File: src/rtl/b1_scfifo_pkg.sv
`default_nettype none
// ============================================================================
// Module   : b1_scfifo_pkg
// Purpose  : Shared state encoding and sizing helper for the B1 single-clock FIFO
// Revision : 1.0
// ============================================================================
package b1_scfifo_pkg;

    typedef enum logic [1:0] {
        ZERO_ST = 2'd0,
        NORM_ST = 2'd1,
        FULL_ST = 2'd2
    } scfifo_state_t;

    function automatic int depth(input int aw);
        return 1 << aw;
    endfunction

endpackage
`default_nettype wire

File: src/rtl/b1_scfifo_mem.sv
`default_nettype none
// ============================================================================
// Module   : b1_scfifo_mem
// Purpose  : Simple dual-port FIFO storage; registered read, or show-ahead read
//            when B1_SCFIFO_SHOWAHEAD_EN is defined
// Revision : 1.0
// ============================================================================
module b1_scfifo_mem
    import b1_scfifo_pkg::*;
#(
    parameter int DWIDTH = 8,
    parameter int AWIDTH = 8
) (
    input  logic              clk_i,
    input  logic              srst_i,
    input  logic              we_i,
    input  logic [AWIDTH-1:0] waddr_i,
    input  logic [DWIDTH-1:0] wdata_i,
    input  logic              rdreq_i,
    input  logic              empty_i,
    input  logic [AWIDTH-1:0] raddr_i,
    output logic [DWIDTH-1:0] q_o
);

    logic [DWIDTH-1:0] mem_q [depth(AWIDTH)];
    logic              w_rd;

    assign w_rd = rdreq_i & ~empty_i;

    always_ff @(posedge clk_i) begin
        if (we_i) begin
            mem_q[waddr_i] <= wdata_i;
        end
    end

`ifdef B1_SCFIFO_SHOWAHEAD_EN
    // Remembers the last acknowledged word so q_o holds it while empty.
    logic [DWIDTH-1:0] last_q;

    always_ff @(posedge clk_i) begin
        if (srst_i) begin
            last_q <= '0;
        end else if (w_rd) begin
            last_q <= mem_q[raddr_i];
        end
    end

    assign q_o = empty_i ? last_q : mem_q[raddr_i];
`else
    logic [DWIDTH-1:0] q_q;

    always_ff @(posedge clk_i) begin
        if (srst_i) begin
            q_q <= '0;
        end else if (w_rd) begin
            q_q <= mem_q[raddr_i];
        end
    end

    assign q_o = q_q;
`endif

endmodule
`default_nettype wire

File: src/rtl/b1_scfifo_thr.sv
`default_nettype none
// ============================================================================
// Module   : b1_scfifo_thr
// Purpose  : Single-clock FIFO with thresholds and sticky error flags;
//            B1_SCFIFO_SHOWAHEAD_EN selects zero-latency show-ahead reads
// Revision : 1.0
// ============================================================================
module b1_scfifo_thr
    import b1_scfifo_pkg::*;
#(
    parameter int DWIDTH             = 8,
    parameter int AWIDTH             = 8,
    parameter int ALMOST_FULL_VALUE  = (2**AWIDTH) - 4,
    parameter int ALMOST_EMPTY_VALUE = 4
) (
    input  logic              clk_i,
    input  logic              srst_i,
    input  logic [DWIDTH-1:0] data_i,
    input  logic              wrreq_i,
    input  logic              rdreq_i,
    output logic [DWIDTH-1:0] q_o,
    output logic              empty_o,
    output logic              full_o,
    output logic              almost_empty_o,
    output logic              almost_full_o,
    output logic [AWIDTH-1:0] usedw_o,
    output logic              ovf_o,
    output logic              udf_o
);

    localparam logic [AWIDTH:0] c_one      = (AWIDTH+1)'(1);
    localparam logic [AWIDTH:0] c_depth_m1 = (AWIDTH+1)'(depth(AWIDTH) - 1);
    localparam logic [AWIDTH:0] c_af_lvl   = (AWIDTH+1)'(ALMOST_FULL_VALUE);
    localparam logic [AWIDTH:0] c_ae_lvl   = (AWIDTH+1)'(ALMOST_EMPTY_VALUE);

    scfifo_state_t     state_q, state_d;
    logic [AWIDTH-1:0] wr_ptr_q, rd_ptr_q;
    logic [AWIDTH:0]   count_q, count_d;
    logic              empty_q, full_q, aempty_q, afull_q, ovf_q, udf_q;
    logic              w_wr_acc, w_rd_acc;

    assign w_wr_acc = wrreq_i & ~full_q;
    assign w_rd_acc = rdreq_i & ~empty_q;

    always_comb begin
        count_d = count_q;
        case ({w_wr_acc, w_rd_acc})
            2'b10:   count_d = count_q + c_one;
            2'b01:   count_d = count_q - c_one;
            default: count_d = count_q;
        endcase
    end

    always_comb begin
        state_d = state_q;
        case (state_q)
            ZERO_ST: begin
                if (w_wr_acc) state_d = NORM_ST;
            end
            NORM_ST: begin
                if (w_rd_acc && !w_wr_acc && count_q == c_one) begin
                    state_d = ZERO_ST;
                end else if (w_wr_acc && !w_rd_acc && count_q == c_depth_m1) begin
                    state_d = FULL_ST;
                end
            end
            FULL_ST: begin
                if (w_rd_acc) state_d = NORM_ST;
            end
            default: state_d = ZERO_ST;
        endcase
    end

    always_ff @(posedge clk_i) begin
        if (srst_i) begin
            state_q  <= ZERO_ST;
            wr_ptr_q <= '0;
            rd_ptr_q <= '0;
            count_q  <= '0;
            empty_q  <= 1'b1;
            full_q   <= 1'b0;
            aempty_q <= 1'b1;
            afull_q  <= 1'b0;
            ovf_q    <= 1'b0;
            udf_q    <= 1'b0;
        end else begin
            state_q  <= state_d;
            count_q  <= count_d;
            empty_q  <= (state_d == ZERO_ST);
            full_q   <= (state_d == FULL_ST);
            aempty_q <= (count_d < c_ae_lvl);
            afull_q  <= (count_d >= c_af_lvl);
            if (w_wr_acc) wr_ptr_q <= wr_ptr_q + 1'b1;
            if (w_rd_acc) rd_ptr_q <= rd_ptr_q + 1'b1;
            if (wrreq_i && full_q)  ovf_q <= 1'b1;
            if (rdreq_i && empty_q) udf_q <= 1'b1;
        end
    end

    b1_scfifo_mem #(
        .DWIDTH (DWIDTH),
        .AWIDTH (AWIDTH)
    ) u_mem (
        .clk_i   (clk_i),
        .srst_i  (srst_i),
        .we_i    (w_wr_acc),
        .waddr_i (wr_ptr_q),
        .wdata_i (data_i),
        .rdreq_i (rdreq_i),
        .empty_i (empty_q),
        .raddr_i (rd_ptr_q),
        .q_o     (q_o)
    );

    assign empty_o        = empty_q;
    assign full_o         = full_q;
    assign almost_empty_o = aempty_q;
    assign almost_full_o  = afull_q;
    assign usedw_o        = count_q[AWIDTH-1:0];
    assign ovf_o          = ovf_q;
    assign udf_o          = udf_q;

endmodule
`default_nettype wire

File: config.mk
export PLATFORM = sky130hd
export DESIGN_NAME = b1_scfifo_thr
export DESIGN_NICKNAME = d
export VERILOG_FILES = /design/src/rtl/b1_scfifo_pkg.sv /design/src/rtl/b1_scfifo_mem.sv /design/src/rtl/b1_scfifo_thr.sv
export SDC_FILE = /design/constraint.sdc
export NUM_CORES = 2
export LEC_CHECK = 0
export CORE_MARGIN = 2
export CORE_UTILIZATION = 29
export CTS_CLUSTER_DIAMETER = 40
export DETAILED_ROUTE_END_ITERATION = 12
export GPL_TIMING_DRIVEN = 1
export PLACE_DENSITY = 0.49
export SYNTH_ARGS = -nofsm -noshare
export SYNTH_HDL_FRONTEND = slang
export SYNTH_SLANG_ARGS = --single-unit
File: constraint.sdc
create_clock -name clk_i -period 4.2 [get_ports clk_i]
set_input_delay 0.84 -clock clk_i [delete_from_list [all_inputs] [get_ports clk_i]]
set_output_delay 0.84 -clock clk_i [all_outputs]
set_load 0.02 [all_outputs]
==> out/metrics.cfg <==
[timing]
hold_viol_final=0
relSlewSlack=0.292
fmax_ghz=0.257
post-route-period-util=0.928
rsz0062_at_grt=false
clock_skew_ns=0.0753
whs_ns=0.404
post-route-min-period_ns=3.90
setup_tns_ns=0
worst_pin_slew_ns=1.06
setup_viol=0
drv_slew=0

[routing]
routed_via_density=5.03
met2_length_um=116000
maxUsedRoutingLayer=met4
drtIter0Drc=4666
drc=0
post_drt_wl_per_cell_um=28.4
wl_met3_um=15400
wl_met1_um=103000
ant_nets=0
drt-total-wl_um=240000
num_vias=42400
firstDrtPassIters=5

[logic_synthesis]
synth_flop_cell=edfxtp_1
synth_most_common_cell=edfxtp_1
syn-cell-area_sq_um=81700
synthTopCellsByArea=edfxtp_1 (75%), mux4_2 (14%), mux2i_1 (1.9%), nor2_1 (1.5%), dfxtp_1 (1.0%)
yosysWarnings=0
ys_async_sr_fraction=0
seq_area_frac_synth=0.763
yosysTopAreaCellShare=0.753
netlist_top_cells_count=edfxtp_1 (2048), mux4_2 (495), nor2_1 (328), mux2i_1 (153), nand2_1 (135)
synth_edf_count=2048
synth.avg_cell_area_sq_um=20.6
synth_seq_cells=2089
synthDistinctLibCells=73
synth_top_area_cell=edfxtp_1
netlist_instances=3964
syn-num-nets=3987

[power_and_ir_drop]
p_int_mw=40.9
ir_drop_uv=292
clock_power_share=0.526
switching_share=0.216
p_switching_mw=11.3
leakagePower_nw=31.2
seqPwrFrac=0.440
power_frac_comb=0.034
power_density_nw_per_um2=522

[floorplanning]
fp.dieW_um=535
start_util=0.292
die-area_sq_um=286000
fp-row-count=194
ioPinCount=34
coreArea_sq_um=280000
die_h_um=535

[min_path]
holdPathStages=1
hp-class=primary input to flip-flop
hold_end=u_mem.mem_q[66][6]$_DFFE_PP_
holdCritStartpoint=data_i[6]

[clock_network]
numCtsBuffers=337
clk_pin_slew_worst_paths_ns=0.05
cts_tree=yes
clk-insertion-delay-late_ns=0.94
hold_buffers=0
clockBufferDepth=4
clkSinkCount=2089
post_cts.repair.setup_buffers=0
h-tree-depth=5
ctsResizeCount=0
cts_root_buf=clkbuf_16

[finish]
syn2layout_area_growth_pct=22.3
multi_input_comb_area_sq_um=18000
n_fill_cell=25900
final_layout_size_suffix_gt1_frac=0.310
fin_nets=4472
seq_area_sq_um=62300

[run_status]
status=finished, final reports clean

[setup_path]
required_ns=4.97
slowest_stage=dfxtp_4
crit_path_max_fanout=34
rrSetupSlack_ns=0.30
reg2reg_from=rd_ptr_q[0]$_SDFFE_PP0P_
slowest_delay_ns=0.86
arrival_ns=4.66
critical_path_class=flip-flop to flip-flop
r2r_cells=7
cp_cell_sequence=buf_12, mux4_2, mux4_2, nor2_1, nor3_1, a2111oi_0, o31ai_1
crit_path_frequent_cell=mux4_2
crit_path_start_kind=flip-flop
end_kind=flip-flop
r2r_end=u_mem.q_o[2]$_SDFFE_PP0P_

[place]
portBuffers=33
place.gp.congestion=0.844
place_hpwl_um=147000

[global_routing]
grt_pass1_vias=43300
grt_pass1_wl_um=337000
grt_max_degree=147
grt_overflow_total=0
track_usage=0.165
antenna_found_initial=14

[run]
max-cap-violations=0

-- per-layer routing --
metal,up-vias,global-route usage
met5,-,0
met4,0,0.0481
met3,336,0.0280
met2,1634,0.268
met1,22900,0.227
li1,17500,-
-- final cells by class --
class	instances	area share
multi-input combinational	1609	0.180
inverter	15	0.000639
sequential	2089	0.624
antenna	2	0.0000501
clock buffer	367	0.0864
timing repair buffer	397	0.0365
tap	3724	0.0466
clock inverter	232	0.0258
-- metrics by stage --
| step | setup slack, ns | utilization | total power [mW] | cells | instance area [sq um] |
|---|---|---|---|---|---|
| floorplan | 0.612 | - | 24.3 | 3964 | 81700 |
| global placement | 0.304 | 0.317 | 25.2 | 7834 | 88700 |
| detailed placement | 0.315 | 0.317 | 25.2 | 7834 | 88700 |
| CTS | 0.306 | 0.357 | 52.7 | 8433 | 99900 |
| global route | 0.296 | 0.357 | 53.6 | 8434 | 99900 |
| finish | 0.303 | 0.357 | 52.2 | 8435 | 99900 |
-- registers in the layout, indices dropped and copies added, names as in the netlist --
register,flops
count_q,9
almost_empty_o,1
u_mem.mem_q,2048
wr_ptr_q,8
ovf_o,1
udf_o,1
empty_o,1
almost_full_o,1
state_q,2
full_o,1
u_mem.q_o,8
rd_ptr_q,8
-- how the worst max path moves through the flow --
stage | from | endpoint
2_1_floorplan | wrreq_i | almost_full_o$_SDFF_PP0_
3_3_place_gp | srst_i | u_mem.q_o[5]$_SDFFE_PP0P_
3_5_place_dp | rd_ptr_q[0]$_SDFFE_PP0P_ | u_mem.q_o[2]$_SDFFE_PP0P_
4_1_cts | rd_ptr_q[0]$_SDFFE_PP0P_ | u_mem.q_o[2]$_SDFFE_PP0P_
5_1_grt | rd_ptr_q[0]$_SDFFE_PP0P_ | u_mem.q_o[2]$_SDFFE_PP0P_
6_report | rd_ptr_q[0]$_SDFFE_PP0P_ | u_mem.q_o[2]$_SDFFE_PP0P_
-- power by group through the flow --
stage	sequential, mW	clock [mW]	combinational [mW]
after detailed placement	23.4	0	1.81
after global placement	23.4	0	1.79
after floorplan	23.4	0	0.961
after CTS	23.0	27.9	1.81
final	23.0	27.4	1.77
after global routing	23.0	28.8	1.89
-- cells in the final DEF, fill, tap and decap left out, types with 42 or more instances in the layout --
master	netlist	routed
buf_4	33	320
nand2_1	135	135
mux4_2	495	495
inv_6	0	42
nor2_1	328	327
clkbuf_16	0	341
a21oi_1	76	76
buf_12	1	44
mux2i_1	153	153
edfxtp_1	2048	2048
-- critical path, delay by kind of cell (launching register included) --
kind,cells,cell delay [ns]
muxes,2,1.02
AOI/OAI and AO/OA,2,0.96
DFF,1,0.86
and+or+nand+nor,2,0.47
buffers and inverters,1,0.38
-- logic make-up (layout without fill, tap and decap cells) --
logic type      count (synthesis)  in the layout  share of synthesized area
buf+inv                       266           1011                     0.0179
flops                        2089           2089                      0.763
other cells                     0              2                          0
simple gates                  594            594                     0.0307
xor+xnor                       11             11                    0.00118
mux                           669            669                      0.158
compound gates                324            324                     0.0277
fa+ha+maj                      11             11                    0.00168
Power figures use the tool's default switching activity.
